[src/rtl/pifo_sched_pkg.sv]
// rtl/pifo_sched_pkg.sv - shared constants, element fields and FSM states for the root PIFO access controller
package pifo_sched_pkg;

    localparam int PIFO_ROOT_WIDTH           = 32;
    localparam int PIFO_CALENDAR_SIZE        = 1024;
    localparam int PIFO_CALENDAR_INDEX_WIDTH = 10;
    localparam int BUFFER_ADDR_WIDTH         = 12;
    localparam int ROOT_PIFO_INFO_VALID_POS  = 31;
    localparam int STARVE_LIMIT              = 8;

    // Rank occupies the bits between the buffer address and the valid flag.
    localparam int RANK_LSB = BUFFER_ADDR_WIDTH;
    localparam int RANK_MSB = ROOT_PIFO_INFO_VALID_POS - 1;

    // Two entries of headroom are kept free in the calendar.
    localparam logic [PIFO_CALENDAR_INDEX_WIDTH-1:0] FULL_LEVEL =
        PIFO_CALENDAR_INDEX_WIDTH'(PIFO_CALENDAR_SIZE - 2);

    typedef enum logic [1:0] {
        S_RUN       = 2'd0,
        S_CPU_ISSUE = 2'd1,
        S_CPU_WAIT  = 2'd2
    } sched_state_e;

endpackage

[src/rtl/pifo_calendar_sched_ctrl_if.sv]
// rtl/pifo_calendar_sched_ctrl_if.sv - upstream enqueue, dequeue and CPU write channels of the PIFO controller
interface pifo_calendar_sched_ctrl_if;
    import pifo_sched_pkg::*;

    logic [PIFO_ROOT_WIDTH-1:0]           s_axis_enq_tdata;
    logic                                 s_axis_enq_tvalid;
    logic                                 s_axis_enq_tready;
    logic                                 s_deq_req_valid;
    logic                                 s_deq_req_ready;
    logic [BUFFER_ADDR_WIDTH-1:0]         m_axis_deq_tdata;
    logic                                 m_axis_deq_tvalid;
    logic                                 m_axis_deq_tready;
    logic                                 cpu_wr_valid;
    logic [PIFO_CALENDAR_INDEX_WIDTH-1:0] cpu_wr_addr;
    logic [PIFO_ROOT_WIDTH-1:0]           cpu_wr_data;
    logic                                 cpu_wr_done;

    modport master (
        output s_axis_enq_tdata, s_axis_enq_tvalid, s_deq_req_valid, m_axis_deq_tready,
        output cpu_wr_valid, cpu_wr_addr, cpu_wr_data,
        input  s_axis_enq_tready, s_deq_req_ready, m_axis_deq_tdata, m_axis_deq_tvalid, cpu_wr_done
    );

    modport slave (
        input  s_axis_enq_tdata, s_axis_enq_tvalid, s_deq_req_valid, m_axis_deq_tready,
        input  cpu_wr_valid, cpu_wr_addr, cpu_wr_data,
        output s_axis_enq_tready, s_deq_req_ready, m_axis_deq_tdata, m_axis_deq_tvalid, cpu_wr_done
    );

endinterface

[src/rtl/pifo_calendar_sched_ctrl.sv]
// rtl/pifo_calendar_sched_ctrl.sv - root PIFO calendar access arbiter; optional PIFO_CTRL_STARVE_GUARD_EN enqueue starvation guard
module pifo_calendar_sched_ctrl
    import pifo_sched_pkg::*;
(
    input  logic                                 clk,
    input  logic                                 rstn,
    pifo_calendar_sched_ctrl_if.slave            up,
    output logic [PIFO_ROOT_WIDTH-1:0]           cal_pifo_info_root,
    output logic                                 cal_insert_en,
    output logic                                 cal_pop_en,
    output logic                                 cal_cpu_wr_valid,
    output logic [PIFO_CALENDAR_INDEX_WIDTH-1:0] cal_cpu_wr_addr,
    output logic [PIFO_ROOT_WIDTH-1:0]           cal_cpu_wr_data,
    input  logic                                 cal_cpu_wr_result_valid,
    input  logic [PIFO_ROOT_WIDTH-1:0]           cal_top,
    output logic [PIFO_CALENDAR_INDEX_WIDTH-1:0] occupancy,
    output logic                                 empty,
    output logic                                 full
);

    sched_state_e                 state;
    logic                         cpu_pend;
    logic [BUFFER_ADDR_WIDTH-1:0] deq_tdata_q;
    logic                         deq_tvalid_q;
    logic                         slot_free, run, enq_ok, pop_ok, force_enq;
    logic                         pop_grant, enq_grant;
    logic                         unused_top;

    assign unused_top = ^cal_top[PIFO_ROOT_WIDTH-1:BUFFER_ADDR_WIDTH];

    assign empty     = (occupancy == '0);
    assign full      = (occupancy == FULL_LEVEL);
    assign run       = (state == S_RUN);
    assign slot_free = ~deq_tvalid_q | up.m_axis_deq_tready;
    assign enq_ok    = up.s_axis_enq_tvalid & ~full;
    assign pop_ok    = up.s_deq_req_valid & ~empty & slot_free;

`ifdef PIFO_CTRL_STARVE_GUARD_EN
    localparam int SW = $clog2(STARVE_LIMIT + 1);
    localparam logic [SW-1:0] STARVE_MAX = SW'(STARVE_LIMIT);
    logic [SW-1:0] starve_cnt;

    assign force_enq = (starve_cnt >= STARVE_MAX);

    // Counts consecutive arbitrations an eligible enqueue lost to a pop.
    always_ff @(posedge clk or negedge rstn) begin
        if (!rstn)
            starve_cnt <= '0;
        else if (enq_grant)
            starve_cnt <= '0;
        else if (enq_ok && pop_grant)
            starve_cnt <= starve_cnt + 1'b1;
    end
`else
    assign force_enq = 1'b0;
`endif

    assign pop_grant = run & pop_ok & ~(force_enq & enq_ok);
    assign enq_grant = run & enq_ok & ~pop_grant;

    // Elements with a clear valid bit are accepted but never reach the calendar.
    assign cal_insert_en      = enq_grant & up.s_axis_enq_tdata[ROOT_PIFO_INFO_VALID_POS];
    assign cal_pop_en         = pop_grant;
    assign cal_pifo_info_root = cal_insert_en ? up.s_axis_enq_tdata : '0;

    assign up.s_axis_enq_tready = enq_grant;
    assign up.s_deq_req_ready   = pop_grant;
    assign up.m_axis_deq_tdata  = deq_tdata_q;
    assign up.m_axis_deq_tvalid = deq_tvalid_q;
    assign up.cpu_wr_done       = (state == S_CPU_WAIT) & cal_cpu_wr_result_valid;

    always_ff @(posedge clk or negedge rstn) begin
        if (!rstn)
            occupancy <= '0;
        else if (cal_insert_en && !full)
            occupancy <= occupancy + 1'b1;
        else if (cal_pop_en && !empty)
            occupancy <= occupancy - 1'b1;
    end

    always_ff @(posedge clk or negedge rstn) begin
        if (!rstn) begin
            deq_tdata_q  <= '0;
            deq_tvalid_q <= 1'b0;
        end else if (pop_grant) begin
            deq_tdata_q  <= cal_top[BUFFER_ADDR_WIDTH-1:0];
            deq_tvalid_q <= 1'b1;
        end else if (up.m_axis_deq_tready) begin
            deq_tvalid_q <= 1'b0;
        end
    end

    // The CPU register doubles as the calendar write fields; it only reloads when idle.
    always_ff @(posedge clk or negedge rstn) begin
        if (!rstn) begin
            state            <= S_RUN;
            cpu_pend         <= 1'b0;
            cal_cpu_wr_valid <= 1'b0;
            cal_cpu_wr_addr  <= '0;
            cal_cpu_wr_data  <= '0;
        end else begin
            cal_cpu_wr_valid <= 1'b0;
            if (up.cpu_wr_valid && !cpu_pend) begin
                cpu_pend        <= 1'b1;
                cal_cpu_wr_addr <= up.cpu_wr_addr;
                cal_cpu_wr_data <= up.cpu_wr_data;
            end
            case (state)
                S_RUN: begin
                    if (cpu_pend || up.cpu_wr_valid) begin
                        state            <= S_CPU_ISSUE;
                        cal_cpu_wr_valid <= 1'b1;
                    end
                end
                S_CPU_ISSUE: state <= S_CPU_WAIT;
                S_CPU_WAIT: begin
                    if (cal_cpu_wr_result_valid) begin
                        state    <= S_RUN;
                        cpu_pend <= 1'b0;
                    end
                end
                default: state <= S_RUN;
            endcase
        end
    end

endmodule
[src/flat_wrapper.sv]
// flat-port wrapper written by rule: the top's interface ports become plain ports
module pifo_calendar_sched_ctrl_flat import pifo_sched_pkg::*;
  (clk, rstn, cal_pifo_info_root, cal_insert_en, cal_pop_en, cal_cpu_wr_valid, cal_cpu_wr_addr, cal_cpu_wr_data, cal_cpu_wr_result_valid, cal_top, occupancy, empty, full, up_s_axis_enq_tdata, up_s_axis_enq_tvalid, up_s_deq_req_valid, up_m_axis_deq_tready, up_cpu_wr_valid, up_cpu_wr_addr, up_cpu_wr_data, up_s_axis_enq_tready, up_s_deq_req_ready, up_m_axis_deq_tdata, up_m_axis_deq_tvalid, up_cpu_wr_done);
  pifo_calendar_sched_ctrl_if up_i ();
  input  logic clk;
  input  logic rstn;
  output logic [PIFO_ROOT_WIDTH-1:0] cal_pifo_info_root;
  output logic cal_insert_en;
  output logic cal_pop_en;
  output logic cal_cpu_wr_valid;
  output logic [PIFO_CALENDAR_INDEX_WIDTH-1:0] cal_cpu_wr_addr;
  output logic [PIFO_ROOT_WIDTH-1:0] cal_cpu_wr_data;
  input  logic cal_cpu_wr_result_valid;
  input  logic [PIFO_ROOT_WIDTH-1:0] cal_top;
  output logic [PIFO_CALENDAR_INDEX_WIDTH-1:0] occupancy;
  output logic empty;
  output logic full;
  input wire logic [$bits(up_i.s_axis_enq_tdata)-1:0] up_s_axis_enq_tdata;
  input wire logic [$bits(up_i.s_axis_enq_tvalid)-1:0] up_s_axis_enq_tvalid;
  input wire logic [$bits(up_i.s_deq_req_valid)-1:0] up_s_deq_req_valid;
  input wire logic [$bits(up_i.m_axis_deq_tready)-1:0] up_m_axis_deq_tready;
  input wire logic [$bits(up_i.cpu_wr_valid)-1:0] up_cpu_wr_valid;
  input wire logic [$bits(up_i.cpu_wr_addr)-1:0] up_cpu_wr_addr;
  input wire logic [$bits(up_i.cpu_wr_data)-1:0] up_cpu_wr_data;
  output wire logic [$bits(up_i.s_axis_enq_tready)-1:0] up_s_axis_enq_tready;
  output wire logic [$bits(up_i.s_deq_req_ready)-1:0] up_s_deq_req_ready;
  output wire logic [$bits(up_i.m_axis_deq_tdata)-1:0] up_m_axis_deq_tdata;
  output wire logic [$bits(up_i.m_axis_deq_tvalid)-1:0] up_m_axis_deq_tvalid;
  output wire logic [$bits(up_i.cpu_wr_done)-1:0] up_cpu_wr_done;
  assign up_i.s_axis_enq_tdata = up_s_axis_enq_tdata;
  assign up_i.s_axis_enq_tvalid = up_s_axis_enq_tvalid;
  assign up_i.s_deq_req_valid = up_s_deq_req_valid;
  assign up_i.m_axis_deq_tready = up_m_axis_deq_tready;
  assign up_i.cpu_wr_valid = up_cpu_wr_valid;
  assign up_i.cpu_wr_addr = up_cpu_wr_addr;
  assign up_i.cpu_wr_data = up_cpu_wr_data;
  assign up_s_axis_enq_tready = up_i.s_axis_enq_tready;
  assign up_s_deq_req_ready = up_i.s_deq_req_ready;
  assign up_m_axis_deq_tdata = up_i.m_axis_deq_tdata;
  assign up_m_axis_deq_tvalid = up_i.m_axis_deq_tvalid;
  assign up_cpu_wr_done = up_i.cpu_wr_done;
  pifo_calendar_sched_ctrl u_core (.clk(clk), .rstn(rstn), .up(up_i), .cal_pifo_info_root(cal_pifo_info_root), .cal_insert_en(cal_insert_en), .cal_pop_en(cal_pop_en), .cal_cpu_wr_valid(cal_cpu_wr_valid), .cal_cpu_wr_addr(cal_cpu_wr_addr), .cal_cpu_wr_data(cal_cpu_wr_data), .cal_cpu_wr_result_valid(cal_cpu_wr_result_valid), .cal_top(cal_top), .occupancy(occupancy), .empty(empty), .full(full));
endmodule
[config.mk]
export PLATFORM = sky130hd
export DESIGN_NAME = pifo_calendar_sched_ctrl_flat
export DESIGN_NICKNAME = d
export VERILOG_FILES = /design/src/rtl/pifo_sched_pkg.sv /design/src/rtl/pifo_calendar_sched_ctrl_if.sv /design/src/rtl/pifo_calendar_sched_ctrl.sv /design/src/flat_wrapper.sv
export SDC_FILE = /design/constraint.sdc
export NUM_CORES = 1
export LEC_CHECK = 0
export ABC_CLOCK_PERIOD_IN_PS = 7300
export CAP_MARGIN = 20
export CORE_MARGIN = 8
export CORE_UTILIZATION = 39
export DETAILED_ROUTE_END_ITERATION = 6
export HOLD_SLACK_MARGIN = 0.05
export PLACE_DENSITY = 0.95
export SLEW_MARGIN = 20
export SYNTH_ARGS = -nofsm -noshare
export SYNTH_HDL_FRONTEND = slang
export SYNTH_SLANG_ARGS = --single-unit
[constraint.sdc]
create_clock -name clk -period 7.3 [get_ports clk]
set_input_delay 0.73 -clock clk [delete_from_list [all_inputs] [get_ports clk]]
set_output_delay 0.73 -clock clk [all_outputs]
set_load 0.05 [all_outputs]
== Word level (Yosys, flattened, before mapping) ==
Cells that the tools add are included.
Storage, ports and cells
  bits in read-only memories: 0
  bits in latches: 0
  bits in writable memories: 0
  memories: 0
  register bits: 69
  logic and storage cells: 53
Operators by class
  bitwise logic cells: 13
  $mul: 0
  equality and inequality tests: 5
  shift operators: 0
  magnitude comparators: 0
  add/sub/neg operators: 2
  mux-type cells: 13
  reductions and logical operators: 12
  divide/modulo/power cells: 0
Operators with widths (count)
  $mux W32: 1
  $mux W10: 2
  $add A10 B1 Y10 const B: 1
  $eq A10 B10 Y1 const B: 1
  $logic_not A10 Y1: 1
  $sub A10 B1 Y10 const B: 1
  $and A1 B1 Y1: 8
  $mux W1: 7
  $pmux W2 S3: 1
  $mux W2: 2
  $ne A2 B2 Y1 const B: 2
  $not A1 Y1: 4
  $reduce_bool A2 Y1: 2
  $logic_and A1 B1 Y1: 3
  $logic_not A1 Y1: 3
  $eq A2 B1 Y1 const B: 1
  $eq A2 B2 Y1 const B: 1
  $logic_not A2 Y1: 1
  $reduce_and A2 Y1: 1
  $logic_or A1 B1 Y1: 1
  $or A1 B1 Y1: 1

== Depth between registers and ports, before layout ==
  depth after elaboration: 10
  gate-level depth with buffers: 12
  gate-level depth less buffers: 11

== Least setup slack after synthesis ==
No wires, ideal clock.
  kind: flip-flop to output port
  start: register u_core.occupancy[9]
  end: output up_s_axis_enq_tready
  setup slack: 3.948 ns
  cell stages (with the launch flop): 4
  arrival time: 2.622 ns
  path through: dfrtp_1 > nand4_1 > nor3_1 > nor3_1
On the way
  elaborated cells on any way between the ends: 11
  those cells by class: 1 x eq/ne; 9 x bitwise; 1 x reduce/logical
RTL lines
  start, declared: line pifo_calendar_sched_ctrl.sv:16  | output logic [PIFO_CALENDAR_INDEX_WIDTH-1:0] occupancy,
  start signal, assigned: line pifo_calendar_sched_ctrl.sv:76  | occupancy <= occupancy + 1'b1;
  start signal, assigned: line pifo_calendar_sched_ctrl.sv:78  | occupancy <= occupancy - 1'b1;
  $eq A10 B10 Y1: line pifo_calendar_sched_ctrl.sv:32  | assign full = (occupancy == FULL_LEVEL);
  via full: line flat_wrapper.sv:17  | output logic full;
  $not A1 Y1: line pifo_calendar_sched_ctrl.sv:35  | assign enq_ok = up.s_axis_enq_tvalid & ~full;
  $and A1 B1 Y1: line pifo_calendar_sched_ctrl.sv:35
  $and A1 B1 Y1 (2 in a row): line pifo_calendar_sched_ctrl.sv:59  | assign enq_grant = run & enq_ok & ~pop_grant;
  end, declared: line flat_wrapper.sv:25  | output wire logic [$bits(up_i.s_axis_enq_tready)-1:0] up_s_axis_enq_tready;
The timed path passes the listed nets, and every way through them passes these cells.

== Worst setup path in the final report ==
  start: input up_m_axis_deq_tready
  end: output up_s_axis_enq_tready
On the way
  cells in the longest elaborated chain, start to end: 5
RTL lines
  start, declared: line flat_wrapper.sv:21  | input wire logic [$bits(up_i.m_axis_deq_tready)-1:0] up_m_axis_deq_tready;
  $or A1 B1 Y1: line pifo_calendar_sched_ctrl.sv:34  | assign slot_free = ~deq_tvalid_q | up.m_axis_deq_tready;
  $and A1 B1 Y1: line pifo_calendar_sched_ctrl.sv:36  | assign pop_ok = up.s_deq_req_valid & ~empty & slot_free;
  $and A1 B1 Y1: line pifo_calendar_sched_ctrl.sv:58  | assign pop_grant = run & pop_ok & ~(force_enq & enq_ok);
  $not A1 Y1: line pifo_calendar_sched_ctrl.sv:59
  $and A1 B1 Y1: line pifo_calendar_sched_ctrl.sv:59
Every way passes these cells.

==> impl_metrics.ini <==
[sta]
post-route-period-util = 0.534
setup-tns-final_ns = 0
min_period_ns = 3.90
max_freq_ghz = 0.256
final_max_slew_viol_count = 0
skew_ns = 0.00926
finalHoldViolations = 0
tightest_slew_ns = 0.869
rsz0062_at_grt = no
slew_headroom = 0.420
setup_violations = 0

[clock_network]
cts_max_level = 3
post_cts_buffers = 0
cts_buffers = 9
hold_buffers = 0
clockBufferDepth = 2
clk_pin_slew_ns = 0.09
worstSkewPairLatency_ns = 0.34
root_buffer = clkbuf_8
cts_num_sinks = 69
cts-resized-gates = 0
cts_tree = yes

[power]
p_leak_nw = 2.37
peakVddDrop_v = 0.000322
powerDensity_nw_per_um2 = 509

[global_routing]
gr-total-overflow = 0
grt_max_degree = 70
grt_pass1_vias = 3056
antenna_found_initial = 0
grt_pass1_wl_um = 16200
grt_use_total = 0.176

[floorplan]
start_util = 0.401
pin_count = 218
die_w_um = 108
die_area_sq_um = 11700
rows = 33
dieHeight_um = 108
core_sq_um = 8220

[final_layout]
diodes = 0
fin_nets = 609
syn_to_final_growth_pct = 67.9
final_cells = 597
drive_above_1_share = 0.148

[drt]
drt.antenna.violating_nets = 0
vias = 2892
drtIter0Drc = 95
dr.pass1.iters = 4
wl_per_cell_um = 17.6
wl_um = 10500
viasPerCell = 4.84
route.detailed.drc = 0

[status]
status = finished clean

[setup_path]
arrival_ns = 3.17
critPathLaunchType = input port
critPathRequiredTime_ns = 6.57
end_kind = primary output
path_class = in2out
crit_path_max_fanout = 15

[min_path]
holdCritPathClass = reg2reg

[placement]
port-buffer-count = 197
dp.cells = 580
dp_hpwl_um = 8250
gp_congestion = 0.858

[synth]
synth_common_cells = dfrtp_1, mux2_2, nand2_1, and2_1, nor2_1
avgSynthCellArea_sq_um = 11.4
syn-cell-area_sq_um = 3300
synth.top_cell.area_share = 0.524
ys.flop_type = dfrtp_1
yosysTopAreaCell = dfrtp_1
synth_edf_count = 0
ys_ff_latch = 69
yosysWarnings = 0
async_reset_ff_frac = 1.00
yosys-top-cells-area = dfrtp_1, mux2_2, and2_1, nand2_1, ha_1
synth_most_common_cell = dfrtp_1
syn_inst = 289
synth_cell_types = 45
ys_seq_area_frac = 0.524
syn-num-nets = 411

[flow_run]
drv_cap = 0
==> worst max-delay path, cell delays in order <==
cell and delay (ns):
clkdlybuf4s50_1 0.39, nand2b_1 0.16, and3_1 0.22, nand2_1 0.39
inv_2 0.24, nor3_1 0.21, clkdlybuf4s50_1 0.83
==> registers in the layout, indices dropped and copies added (netlist names) <==
name and count:
u_core.cal_cpu_wr_valid 1, u_core.up.m_axis_deq_tvalid 1, u_core.cal_cpu_wr_data 32, u_core.up.m_axis_deq_tdata 12
u_core.state 2, u_core.cpu_pend 1, u_core.occupancy 10, u_core.cal_cpu_wr_addr 10
==> cells in the final DEF (no fill, tap or decap), drive strengths merged, types with 3 or more instances in the layout <==
cell	n
xor2	3
and2	32
buf	3
a21o	5
nand4	3
inv	12
a21oi	11
clkbuf	9
nand2	42
nor3	6
mux2	43
nor2	14
clkdlybuf4s50	196
dfrtp	69
o21a	3
nand3	4
ha	8
==> cells by family after synthesis <==
logic type      after synthesis  share of synthesized area
compound gates               33                     0.0728
xor+xnor                      5                     0.0133
fa+ha+maj                     9                     0.0364
buf+inv                      21                     0.0402
flops                        69                      0.524
mux                          43                      0.147
simple gates                109                      0.167
==> final timing paths <==
path / startpoint / to / slack (ns) / cells past startpoint
max reg2reg: u_core.occupancy[1]$_DFFE_PN0P_ / u_core.occupancy[8]$_DFFE_PN0P_ / 4.40 / 11
min: u_core.up.m_axis_deq_tdata[0]$_DFFE_PN0P_ / u_core.up.m_axis_deq_tdata[0]$_DFFE_PN0P_ / 0.48 / 2
min in group asynchronous: rstn / u_core.cal_cpu_wr_addr[8]$_DFFE_PN0P_ / 0.58 / 2
max: up_m_axis_deq_tready / up_s_axis_enq_tready / 3.40 / 7
min reg2reg: u_core.up.m_axis_deq_tdata[0]$_DFFE_PN0P_ / u_core.up.m_axis_deq_tdata[0]$_DFFE_PN0P_ / 0.48 / 2
max in group asynchronous: rstn / u_core.cal_cpu_wr_data[9]$_DFFE_PN0P_ / 6.15 / 2
==> final cells by class <==
cell class / count / area [sq um]
inverters: 9 / 37.5
fillers: 607 / 2680
clock buffers: 9 / 124
multi-input cells: 199 / 1450
repair buffers: 199 / 1990
flip-flops and latches: 69 / 1730
clock inverters: 7 / 77.6
well taps: 105 / 131
==> per-layer routing <==
metal | routed length, um | global-route usage
met2 | 5600 | 0.319
met4 | 90 | 0.0396
met5 | 0 | 0
met3 | 746 | 0.0512
met1 | 4060 | 0.198
==> stage by stage <==
stage	total power, mW	util	worst slack, ns	hold slack (ns)	area, sq um
6_report	2.82	0.674	3.40	0.479	5540
5_1_grt	2.97	0.674	3.12	0.523	5540
4_1_cts	2.84	0.672	3.36	0.484	5520
3_5_place_dp	2.51	0.647	3.36	0.461	5320
3_3_place_gp	2.45	0.647	3.38	0.459	5320
2_1_floorplan	1.91	-	3.95	0.434	3300
==> where the power goes <==
group | switching [mW] | internal [mW] | leakage [nW]
clock | 0.158 | 0.162 | 0.101
sequential | 0.136 | 0.574 | 0.824
combinational | 1.13 | 0.655 | 1.45
(Power assumes the default switching activity.)
